===== src/rtl/ac97_pkg.sv =====
// Shared AC'97 register map, fixed command words and sequencer states
// for the LM4550 PCM controller.
package ac97_pkg;

  localparam logic [7:0] REG_RESET    = 8'h00;
  localparam logic [7:0] REG_HP_VOL   = 8'h04;
  localparam logic [7:0] REG_PCM_VOL  = 8'h18;
  localparam logic [7:0] REG_REC_SEL  = 8'h1A;
  localparam logic [7:0] REG_REC_GAIN = 8'h1C;
  localparam logic [7:0] REG_MIC_VOL  = 8'h0E;
  localparam logic [7:0] REG_GP       = 8'h20;
  localparam logic [7:0] REG_VRA_CTRL = 8'h2A;
  localparam logic [7:0] REG_DAC_RATE = 8'h2C;
  localparam logic [7:0] REG_ADC_RATE = 8'h32;
  localparam logic [7:0] RD_FLAG      = 8'h80;

  localparam logic [15:0] VRA_ON     = 16'h0001;
  localparam logic [15:0] PCM_VOL_W  = 16'h0808;
  localparam logic [15:0] REC_GAIN_W = 16'h0F0F;
  localparam logic [15:0] MIC_VOL_W  = 16'h8048;
  localparam logic [15:0] GP_W       = 16'h8000;

  typedef enum logic [3:0] {
    INIT0, INIT1, INIT2, INIT3, INIT4,
    INIT5, INIT6, INIT7, INIT8, INIT9,
    IDLE, UPD_VOL, UPD_SRC
  } seq_e;

  typedef struct packed {
    logic [7:0]  addr;
    logic [15:0] data;
  } cmd_t;

  // Codec attenuation is inverted: 0 means loudest.
  function automatic logic [15:0] vol_word(input logic [4:0] v);
    logic [4:0] a;
    a = 5'd31 - v;
    return {3'b000, a, 3'b000, a};
  endfunction

  function automatic logic [15:0] src_word(input logic [2:0] s);
    return {5'b00000, s, 5'b00000, s};
  endfunction

endpackage


===== src/rtl/ac97_pcm_ctrl_if.sv =====
// PCM sample stream between the audio datapath and the AC'97
// controller: playback valid/ready plus capture strobe.
interface ac97_pcm_ctrl_if #(
  parameter int W = 16
) ();
  logic [W-1:0] out_data;
  logic         out_valid;
  logic         out_ready;
  logic [W-1:0] in_data;
  logic         in_valid;

  modport master (
    output out_data, out_valid,
    input  out_ready, in_data, in_valid
  );

  modport slave (
    input  out_data, out_valid,
    output out_ready, in_data, in_valid
  );
endinterface


===== src/rtl/ac97_pcm_ctrl_fifo.sv =====
// Playback sample FIFO; reading while empty yields zero so the
// slot registers load silence on underflow.
module pcm_sample_fifo #(
  parameter int DATA_W = 16,
  parameter int DEPTH  = 16
) (
  input  logic              clk,
  input  logic              reset,
  input  logic              push,
  input  logic              pop,
  input  logic [DATA_W-1:0] din,
  output logic [DATA_W-1:0] dout,
  output logic              full,
  output logic              empty
);
  localparam int AW = $clog2(DEPTH);

  logic [DATA_W-1:0] mem [DEPTH];
  logic [AW:0]       wr_ptr;
  logic [AW:0]       rd_ptr;
  logic              do_push;
  logic              do_pop;

  assign empty = (wr_ptr == rd_ptr);
  assign full  = (wr_ptr[AW] != rd_ptr[AW]) &&
                 (wr_ptr[AW-1:0] == rd_ptr[AW-1:0]);
  assign do_push = push & ~full;
  assign do_pop  = pop & ~empty;
  assign dout    = empty ? '0 : mem[rd_ptr[AW-1:0]];

  always_ff @(posedge clk) begin
    if (reset) begin
      wr_ptr <= '0;
      rd_ptr <= '0;
    end else begin
      if (do_push) wr_ptr <= wr_ptr + 1'b1;
      if (do_pop)  rd_ptr <= rd_ptr + 1'b1;
    end
  end

  always_ff @(posedge clk) begin
    if (do_push) mem[wr_ptr[AW-1:0]] <= din;
  end

endmodule


===== src/rtl/ac97_pcm_ctrl.sv =====
// LM4550 AC'97 controller: codec reset, init/update command
// sequencer, buffered playback and capture sample paths.
module ac97_pcm_ctrl
  import ac97_pkg::*;
#(
  parameter int          WIDTH        = 16,
  parameter int          CHANNELS     = 1,
  parameter logic [15:0] SAMPLE_RATE  = 16'd8000,
  parameter int          FIFO_DEPTH   = 16,
  parameter int          RESET_CYCLES = 1024
) (
  input  logic        clock_27mhz,
  input  logic        reset,
  input  logic [4:0]  volume,
  input  logic [2:0]  source,
  input  logic        frame_ready,
  input  logic        slot_req,
  input  logic [19:0] left_in_data,
  input  logic [19:0] right_in_data,
  output logic [19:0] left_out_data,
  output logic [19:0] right_out_data,
  output logic [7:0]  command_address,
  output logic [15:0] command_data,
  output logic        command_valid,
  output logic        audio_reset_b,
  output logic        init_done,
  output logic        underflow,
  ac97_pcm_ctrl_if.slave pcm
);
  localparam int SW  = CHANNELS * WIDTH;
  localparam int RCW = $clog2(RESET_CYCLES) + 1;

  logic [RCW-1:0]   rst_cnt;
  logic [2:0]       sync_q;
  logic             frame_tick;
  logic             sample_tick;
  seq_e             state_q;
  seq_e             state_d;
  cmd_t             cmd;
  logic [4:0]       vol_q;
  logic [2:0]       src_q;
  logic             push;
  logic             full;
  logic             empty;
  logic [SW-1:0]    fifo_dout;
  logic [WIDTH-1:0] chan_l;
  logic [WIDTH-1:0] chan_r;
  logic [WIDTH+19:0] l_ext;
  logic [WIDTH+19:0] r_ext;
  logic [SW-1:0]    cap;
  logic [SW-1:0]    in_data_q;
  logic             in_valid_q;
  logic             unused_ok;

  always_ff @(posedge clock_27mhz) begin
    if (reset) begin
      rst_cnt       <= '0;
      audio_reset_b <= 1'b0;
    end else if (!audio_reset_b) begin
      if (rst_cnt == RCW'(RESET_CYCLES - 1)) audio_reset_b <= 1'b1;
      else rst_cnt <= rst_cnt + 1'b1;
    end
  end

  always_ff @(posedge clock_27mhz) begin
    if (reset) sync_q <= '0;
    else sync_q <= {sync_q[1:0], frame_ready};
  end

  assign frame_tick  = sync_q[1] & ~sync_q[2] & audio_reset_b;
  assign sample_tick = frame_tick & slot_req & init_done;

  always_ff @(posedge clock_27mhz) begin
    if (reset) state_q <= INIT0;
    else state_q <= state_d;
  end

  always_comb begin
    state_d = state_q;
    cmd     = '{RD_FLAG | REG_RESET, 16'h0000};
    unique case (state_q)
      INIT1:            cmd = '{REG_VRA_CTRL, VRA_ON};
      INIT2:            cmd = '{REG_DAC_RATE, SAMPLE_RATE};
      INIT3:            cmd = '{REG_ADC_RATE, SAMPLE_RATE};
      INIT4, UPD_VOL:   cmd = '{REG_HP_VOL, vol_word(volume)};
      INIT5:            cmd = '{REG_PCM_VOL, PCM_VOL_W};
      INIT6, UPD_SRC:   cmd = '{REG_REC_SEL, src_word(source)};
      INIT7:            cmd = '{REG_REC_GAIN, REC_GAIN_W};
      INIT8:            cmd = '{REG_MIC_VOL, MIC_VOL_W};
      INIT9:            cmd = '{REG_GP, GP_W};
      default:          ;
    endcase
    if (frame_tick) begin
      if (state_q == INIT9 || state_q == UPD_VOL ||
          state_q == UPD_SRC)
        state_d = IDLE;
      else if (state_q != IDLE)
        state_d = seq_e'(state_q + 4'd1);
    end
    // Volume wins when both differ; source follows a frame later.
    if (state_q == IDLE) begin
      if (volume != vol_q)      state_d = UPD_VOL;
      else if (source != src_q) state_d = UPD_SRC;
    end
  end

  always_ff @(posedge clock_27mhz) begin
    if (reset) begin
      command_address <= RD_FLAG | REG_RESET;
      command_data    <= '0;
      command_valid   <= 1'b0;
      vol_q           <= '0;
      src_q           <= '0;
      init_done       <= 1'b0;
    end else if (frame_tick) begin
      command_address <= cmd.addr;
      command_data    <= cmd.data;
      command_valid   <= 1'b1;
      if (state_q == INIT4 || state_q == UPD_VOL) vol_q <= volume;
      if (state_q == INIT6 || state_q == UPD_SRC) src_q <= source;
      if (state_q == INIT9) init_done <= 1'b1;
    end
  end

  assign pcm.out_ready = ~full & ~reset;
  assign push = pcm.out_valid & pcm.out_ready;

  pcm_sample_fifo #(
    .DATA_W (SW),
    .DEPTH  (FIFO_DEPTH)
  ) u_fifo (
    .clk   (clock_27mhz),
    .reset (reset),
    .push  (push),
    .pop   (sample_tick),
    .din   (pcm.out_data),
    .dout  (fifo_dout),
    .full  (full),
    .empty (empty)
  );

  // Mono: both slices alias the same bits, so right mirrors left.
  assign chan_l = fifo_dout[SW-1 -: WIDTH];
  assign chan_r = fifo_dout[WIDTH-1:0];
  assign l_ext  = {chan_l, 20'd0};
  assign r_ext  = {chan_r, 20'd0};

  always_ff @(posedge clock_27mhz) begin
    if (reset) begin
      left_out_data  <= '0;
      right_out_data <= '0;
      underflow      <= 1'b0;
    end else begin
      underflow <= sample_tick & empty;
      if (sample_tick) begin
        left_out_data  <= l_ext[WIDTH+19 -: 20];
        right_out_data <= r_ext[WIDTH+19 -: 20];
      end
    end
  end

  generate
    if (CHANNELS == 2) begin : g_stereo
      assign cap = {left_in_data[19 -: WIDTH],
                    right_in_data[19 -: WIDTH]};
    end else begin : g_mono
      assign cap = left_in_data[19 -: WIDTH];
    end
  endgenerate

  assign unused_ok = ^{left_in_data, right_in_data};

  always_ff @(posedge clock_27mhz) begin
    if (reset) begin
      in_data_q  <= '0;
      in_valid_q <= 1'b0;
    end else begin
      in_valid_q <= sample_tick;
      if (sample_tick) in_data_q <= cap;
    end
  end

  assign pcm.in_data  = in_data_q;
  assign pcm.in_valid = in_valid_q;

endmodule


===== src/flat_wrapper.sv =====
// flat-port wrapper written by rule: the top's interface ports become plain ports
module ac97_pcm_ctrl_flat import ac97_pkg::*;
#(
  parameter int          WIDTH        = 16,
  parameter int          CHANNELS     = 1,
  parameter logic [15:0] SAMPLE_RATE  = 16'd8000,
  parameter int          FIFO_DEPTH   = 16,
  parameter int          RESET_CYCLES = 1024
)
  (clock_27mhz, reset, volume, source, frame_ready, slot_req, left_in_data, right_in_data, left_out_data, right_out_data, command_address, command_data, command_valid, audio_reset_b, init_done, underflow, pcm_out_data, pcm_out_valid, pcm_out_ready, pcm_in_data, pcm_in_valid);
  ac97_pcm_ctrl_if #(.W(16)) pcm_i ();
  input  logic clock_27mhz;
  input  logic reset;
  input  logic [4:0] volume;
  input  logic [2:0] source;
  input  logic frame_ready;
  input  logic slot_req;
  input  logic [19:0] left_in_data;
  input  logic [19:0] right_in_data;
  output logic [19:0] left_out_data;
  output logic [19:0] right_out_data;
  output logic [7:0] command_address;
  output logic [15:0] command_data;
  output logic command_valid;
  output logic audio_reset_b;
  output logic init_done;
  output logic underflow;
  input wire logic [$bits(pcm_i.out_data)-1:0] pcm_out_data;
  input wire logic [$bits(pcm_i.out_valid)-1:0] pcm_out_valid;
  output wire logic [$bits(pcm_i.out_ready)-1:0] pcm_out_ready;
  output wire logic [$bits(pcm_i.in_data)-1:0] pcm_in_data;
  output wire logic [$bits(pcm_i.in_valid)-1:0] pcm_in_valid;
  assign pcm_i.out_data = pcm_out_data;
  assign pcm_i.out_valid = pcm_out_valid;
  assign pcm_out_ready = pcm_i.out_ready;
  assign pcm_in_data = pcm_i.in_data;
  assign pcm_in_valid = pcm_i.in_valid;
  ac97_pcm_ctrl #(.WIDTH(WIDTH), .CHANNELS(CHANNELS), .SAMPLE_RATE(SAMPLE_RATE), .FIFO_DEPTH(FIFO_DEPTH), .RESET_CYCLES(RESET_CYCLES)) u_core (.clock_27mhz(clock_27mhz), .reset(reset), .volume(volume), .source(source), .frame_ready(frame_ready), .slot_req(slot_req), .left_in_data(left_in_data), .right_in_data(right_in_data), .left_out_data(left_out_data), .right_out_data(right_out_data), .command_address(command_address), .command_data(command_data), .command_valid(command_valid), .audio_reset_b(audio_reset_b), .init_done(init_done), .underflow(underflow), .pcm(pcm_i));
endmodule

===== config.mk =====
export PLATFORM = sky130hd
export DESIGN_NAME = ac97_pcm_ctrl_flat
export DESIGN_NICKNAME = d
export VERILOG_FILES = /design/src/rtl/ac97_pkg.sv /design/src/rtl/ac97_pcm_ctrl_if.sv /design/src/rtl/ac97_pcm_ctrl_fifo.sv /design/src/rtl/ac97_pcm_ctrl.sv /design/src/flat_wrapper.sv
export SDC_FILE = /design/constraint.sdc
export NUM_CORES = 1
export LEC_CHECK = 0
export CAP_MARGIN = 20
export CORE_UTILIZATION = 55
export CTS_BUF_LIST = sky130_fd_sc_hd__clkbuf_16
export CTS_CLUSTER_SIZE = 12
export DETAILED_ROUTE_END_ITERATION = 10
export GPL_ROUTABILITY_DRIVEN = 0
export GPL_TIMING_DRIVEN = 0
export PLACE_DENSITY = 0.87
export SLEW_MARGIN = 20
export SYNTH_ARGS = -nofsm -noshare
export SYNTH_HDL_FRONTEND = slang
export SYNTH_SLANG_ARGS = --single-unit

===== constraint.sdc =====
create_clock -name clock_27mhz -period 7.55 [get_ports clock_27mhz]
set_clock_uncertainty 0.2 [all_clocks]
set_input_delay 1.1325 -clock clock_27mhz [delete_from_list [all_inputs] [get_ports clock_27mhz]]
set_output_delay 1.1325 -clock clock_27mhz [all_outputs]
set_load 0.01 [all_outputs]

* Yosys cells after proc, flatten, opt, wreduce, memory -nomap -nowiden
Memories as Yosys holds them, arrays and structs flattened. A register that Yosys moved wholly into a read port is not among the register bits. Cells that the tools add are included.
Cells by class: add/subtract/negate cells 5, $mul 0, divide/modulo/power cells 0, order comparisons 0, eq/ne operators 19, shift-type cells 0, muxes and demuxes 14, bitwise gates (word level) 15, reductions and logical operators 11
Operator list (number):
- case mux 24 bit (9 select lines) | 1
- two-way mux 4 bit | 8
- == test 4 bit (second input constant) | 5
- == test 4 x 3 -> 1 bit (second input constant) | 4
- two-way mux 16 bit | 1
- adder 11 x 1 -> 11 bit (second input constant) | 1
- == test 11 x 10 -> 1 bit (second input constant) | 1
- adder 5 x 1 -> 5 bit (second input constant) | 2
- bitwise AND 1 bit | 9
- == test 4 x 2 -> 1 bit (second input constant) | 2
- AND reduction 2 bit | 4
- NOT 1 bit | 6
- == test 5 bit | 1
- != test 5 bit | 1
- subtractor 5 bit (first input constant) | 1
- adder 4 x 1 -> 4 bit (second input constant) | 1
- == test 4 x 1 -> 1 bit (second input constant) | 1
- == test 4 bit | 1
- logical OR 1 bit | 4
- two-way mux 1 bit | 4
- != test 4 bit (second input constant) | 1
- OR reduction 2 bit | 2
- != test 3 bit | 1
- logical AND 1 bit | 1
- != test 1 bit | 1
Storage, ports and cells: bits in registers 97, latch bits 0, memory bits (writable) 256, memory bits (read-only) 0, input bits 69, output and inout bits 86, logic and storage cells 81, memories kept 1
Memories:
- u_core.u_fifo.mem | depth 16, bits a word 16, read ports 1, clocked after Yosys merged registers in 1, write ports 1, RTL line ac97_pcm_ctrl_fifo.sv:18 | logic [DATA_W-1:0] mem [DEPTH];

* Depth between registers and ports, before layout
depth in word-level cells 8, gate-level depth with buffers 8, gate-level depth less buffers 6

* Modules after synthesis
Synthesis repeated with hierarchy kept, for this count alone.
Second synthesis, totals: cell total of the unflattened synthesis 941, area total of the unflattened synthesis 14141.1 um^2
By module, submodules not included:
- pcm_sample_fifo | instances 1, cells each 500, area each 10498.8 um^2, sequential area each 7967.6 um^2
- ac97_pcm_ctrl | instances 1, cells each 441, area each 3642.2 um^2, sequential area each 1621.6 um^2

* Least setup slack after synthesis
Ideal clock, no wire load.
path type input to register, start input port reset, end memory u_core.u_fifo.mem[1][0] (enable), setup time 430 ps, arrival 3168 ps, required time 6920 ps, setup slack 3752 ps, stages on the path 4, buffers on the path 1, path through inv_1 -> clkbuf_1 -> nand2_1 -> nor4_1
On the way: longest elaborated chain between the ends 6
RTL lines:
- start: declaration | RTL line flat_wrapper.sv:13 | input logic reset;
- NOT 1 bit | RTL line ac97_pcm_ctrl.sv:125 | assign pcm.out_ready = ~full & ~reset;
- bitwise AND 1 bit | RTL line ac97_pcm_ctrl.sv:125
- bitwise AND 1 bit | RTL line ac97_pcm_ctrl.sv:126 | assign push = pcm.out_valid & pcm.out_ready;
- bitwise AND 1 bit | RTL line ac97_pcm_ctrl_fifo.sv:27 | assign do_push = push & ~full;
- two-way mux 1 bit | RTL line ac97_pcm_ctrl_fifo.sv:42 | if (do_push) mem[wr_ptr[AW-1:0]] <= din;
- two-way mux 1 bit (not written as such) | RTL line ac97_pcm_ctrl_fifo.sv:42
- end: declaration | RTL line ac97_pcm_ctrl_fifo.sv:18
No other way between the ends.

* Worst setup path in the final report
start input port reset, end output port pcm_out_ready
On the way: longest elaborated chain between the ends 2
RTL lines:
- NOT 1 bit | RTL line ac97_pcm_ctrl.sv:125
- bitwise AND 1 bit | RTL line ac97_pcm_ctrl.sv:125
- end: declaration | RTL line flat_wrapper.sv:30 | output wire logic [$bits(pcm_i.out_ready)-1:0] pcm_out_ready;
No other way between the ends.

==> key figures <==
Status
  – Outcome: complete, no violations

Drt
  – Routed Antenna Nets: 0
  – Via density: 5.92
  – Final wirelength: 32000 um
  – Detailed Routing Iterations Pass 1: 6
  – Wire per inst: between 20 and 25 um
  – Via Count: approximately 9000
  – DRT iter0 DRCs: between 800 and 900
  – DRC Markers: 0

Final layout
  – Area growth syn-to-layout: 21.2%
  – Final cell count without fillers: around 1500
  – Area of the multi-input gates: 4320 um^2
  – # fillers: 1652
  – Nets: approximately 1200
  – Fin area: ~17000 um^2
  – Reg area: between 9000 and 10000 um^2
  – Inserted Diodes: 0
  – Fin util: 68.5%
  – Layout cells sized above 1: a little under a fifth

Min path
  – Hold Path Class: register to register
  – Hold_sp: u_core.rst_cnt[10]$_SDFFE_PP0P_

Synth
  – Number of synthesized flops with an enable pin: between 200 and 300
  – Commonest cells post-synth: 256 x edfxtp_1, 95 x dfxtp_1, 90 x mux2i_1
  – Post-Synthesis Cell Area: ~14000 um^2
  – Cell accounting for the most synthesized area: edfxtp_1
  – Post-synthesis sequential area ratio: between 60% and 70%
  – Syn avg cell area: about 15 um^2
  – Ys Warns: 0
  – Post-synthesis cell type count: 70
  – Area share of the leading cell type in the synthesized netlist: 53.6%
  – Flops & latches, synth: 351
  – Leading register cell type out of synthesis: edfxtp_1
  – Cell with the most instances after synthesis: edfxtp_1
  – Post-Syn Instances: around 970
  – Asr flop ratio synth: 0%
  – Largest cells by area after synthesis: edfxtp_1 54%, dfxtp_1 13%, mux2i_1 6.3%

Critical path
  – Slowest stage delay, CP: just under 0.7 ns
  – WP data arrival: between 3 and 4 ns
  – Crit. End Element: primary output
  – Critical path fanouts, max: 10
  – CP delay by family, top: buffers and inverters
  – CP Launch Type: primary input
  – Required @ worst endpoint: 6.22 ns
  – CP startpoint: reset
  – CP bufs+invs: 5
  – CP Cell Sequence: clkdlybuf4s50_1 -> buf_2 -> clkbuf_1 -> clkbuf_1 -> a21oi_1 -> clkdlybuf4s50_1
  – Type of the worst setup path: primary input to primary output
  – CP max stage cell: clkdlybuf4s50_1
  – R2r startpoint: u_core.u_fifo.rd_ptr[4]$_SDFFE_PP0P_

Global routing
  – Met2 Track Usage GR: 43.6%
  – Largest net degree at the start of global routing: 17
  – First-pass GRT wire length: ~50000 um
  – Met1 Use GR: a little under a third
  – Most crowded layer after global routing: met2
  – Met3 Use GR: 3.83%
  – Total track usage: between 20 and 25%
  – Grt total ovfl: 0
  – Initial antenna violation count: 0
  – Vias in the first global route: between 9000 and 10000

Placed design
  – Dpl cells: between 1000 and 1500
  – PortBufs: approximately 120
  – Placed cell area: approximately 16000 um^2
  – Post-DP HPWL: between 20000 and 25000 um

Clocking
  – Max clock buf depth: 3
  – TritonCTS clock tree: yes
  – Clk sinks: 351
  – Later-pin clock latency in the skew report: roughly 0.54 ns
  – CTS H-tree depth: 2
  – Post-CTS Hold Fix Bufs: 0
  – CTS Root Cell: clkbuf_16
  – # Post-CTS Setup Buffers: 0
  – Worst-path clk slew: 0.06 ns
  – Inserted Clock Buffers: 37
  – Cts repair resizes: 0

Floorplan
  – Die area: around 27000 um^2
  – # rows: 58
  – Core box area: roughly 25000 um^2
  – Die Y: 164 um
  – Initial Util: 56.5%
  – IO Count: 155
  – Die Wd: approximately 160 um

Pwr
  – Reg power frac: 54.1%
  – Maximum VDD drop: 0.150 mV
  – Switching portion of total power: 20.6%
  – Internal power: roughly 3000 uW
  – Clock share of power: between 40 and 50%
  – Static Leakage: a little under 0.006 uW
  – P per Cell Area: 222 nW/um^2
  – Logic pwr share: 3.0%
  – Psw: just under 800 uW

STA
  – Final Hold Vio Count: 0
  – Worst-Margin Slew: slightly below 0.9 ns
  – Final Cycle Share: between 60% and 70%
  – Slew Limit Fails: 0
  – Setup Total Neg Slack: 0 ns
  – Worst slew margin: between 40% and 50%
  – Fin crit period: approximately 5.1 ns
  – RSZ-0062 raised after global routing: false
  – Setup violations, final: 0
  – Fmax: about 0.20 GHz

Flow run
  – Max cap viols: 0
## state kept, by name (all words and copies together) (netlist names), 5 cells and up, named ones only
name                    cells
u_core.command_data        12
u_core.pcm.in_data         16
u_core.command_address      6
u_core.u_fifo.wr_ptr        5
u_core.left_out_data       16
u_core.u_fifo.rd_ptr        5
u_core.vol_q                5
u_core.rst_cnt             11
u_core.u_fifo.mem         256
## cell type report
type | count | share of cell area, %
plain buffers | 89 | 3.14
clock buffers | 37 | 5.32
clock inverters | 31 | 1.17
inverters | 9 | 0.194
flip-flops and latches | 351 | 55.1
well taps | 330 | 2.37
multi-input cells | 533 | 24.8
repair buffers | 144 | 7.83
## worst min-delay path, delay by kind of cell (launching register included)
family	cells	cell delay, ns
DFF	1	0.31
buffers and inverters	1	0.05
AOI/OAI and AO/OA	1	0.03
## power by group through the flow
stage          Combinational (uW)  Clock (uW)  Sequential (uW)
2_1_floorplan                50.1           0             2120
3_3_place_gp                  107           0             2130
3_5_place_dp                  114           0             2130
4_1_cts                       115        1670             2080
5_1_grt                       125        1750             2090
6_report                      117        1650             2090
## routing by layer
layer	vias to the layer above	wire [um]
met5	-	0
met4	0	902
met3	72	2400
met2	425	16300
met1	4447	12400
li1	4075	-
## kinds of logic after synthesis
family / count (synthesis) / share of synthesized area [%]
flip-flops: 351 / 66.8
adder cells (fa/ha/maj): 11 / 0.959
AO/OA/AOI/OAI: 148 / 7.88
XOR/XNOR: 14 / 0.854
buffers and inverters: 98 / 4.04
multiplexers: 133 / 12.2
AND/OR/NAND/NOR: 213 / 7.26
other: 1 / 0.0261
## final timing paths
kind / endpoint / slack [ns] / depth (start not counted)
setup / recovery: pcm_out_ready / 2.47 / 6
hold / removal: u_core.rst_cnt[10]$_SDFFE_PP0P_ / 0.23 / 2
setup reg to reg: u_core.u_fifo.mem[2][10]$_DFFE_PP_ / 4.44 / 5
hold reg to reg: u_core.rst_cnt[10]$_SDFFE_PP0P_ / 0.23 / 2
## cells in the final DEF, fill, tap and decap left out, types with 5 or more instances in the layout
cell and count:
o31ai_1 5, edfxtp_1 256, buf_6 9, clkbuf_1 20, or3_1 19, clkdlybuf4s50_1 116
a22o_1 9, dfxtp_1 95, a32o_2 10, a21oi_1 33, mux2i_1 90, buf_2 29
nor2_1 42, a32o_1 6, nor3_2 12, inv_1 27, conb_1 14, nand2b_1 9
mux2_2 10, buf_4 54, clkinv_1 6, o22ai_1 32, clkbuf_16 37, xor2_1 5
ha_1 11, mux4_2 32, xnor2_1 9, nand2_1 74, nand3_1 7, a211oi_1 5
nor2b_1 18, o21ai_0 5, a311oi_1 6, nand4_1 6
## metrics by stage
step / setup WS [ns] / hold WS [ns] / power [uW]
after CTS: 2.47 / 0.234 / 3870
after floorplan: 3.75 / 0.209 / 2170
after detailed placement: 2.49 / 0.222 / 2240
after global routing: 2.28 / 0.244 / 3960
final: 2.47 / 0.234 / 3850
after global placement: 1.60 / 0.218 / 2230
Power figures use the tool's default switching activity.
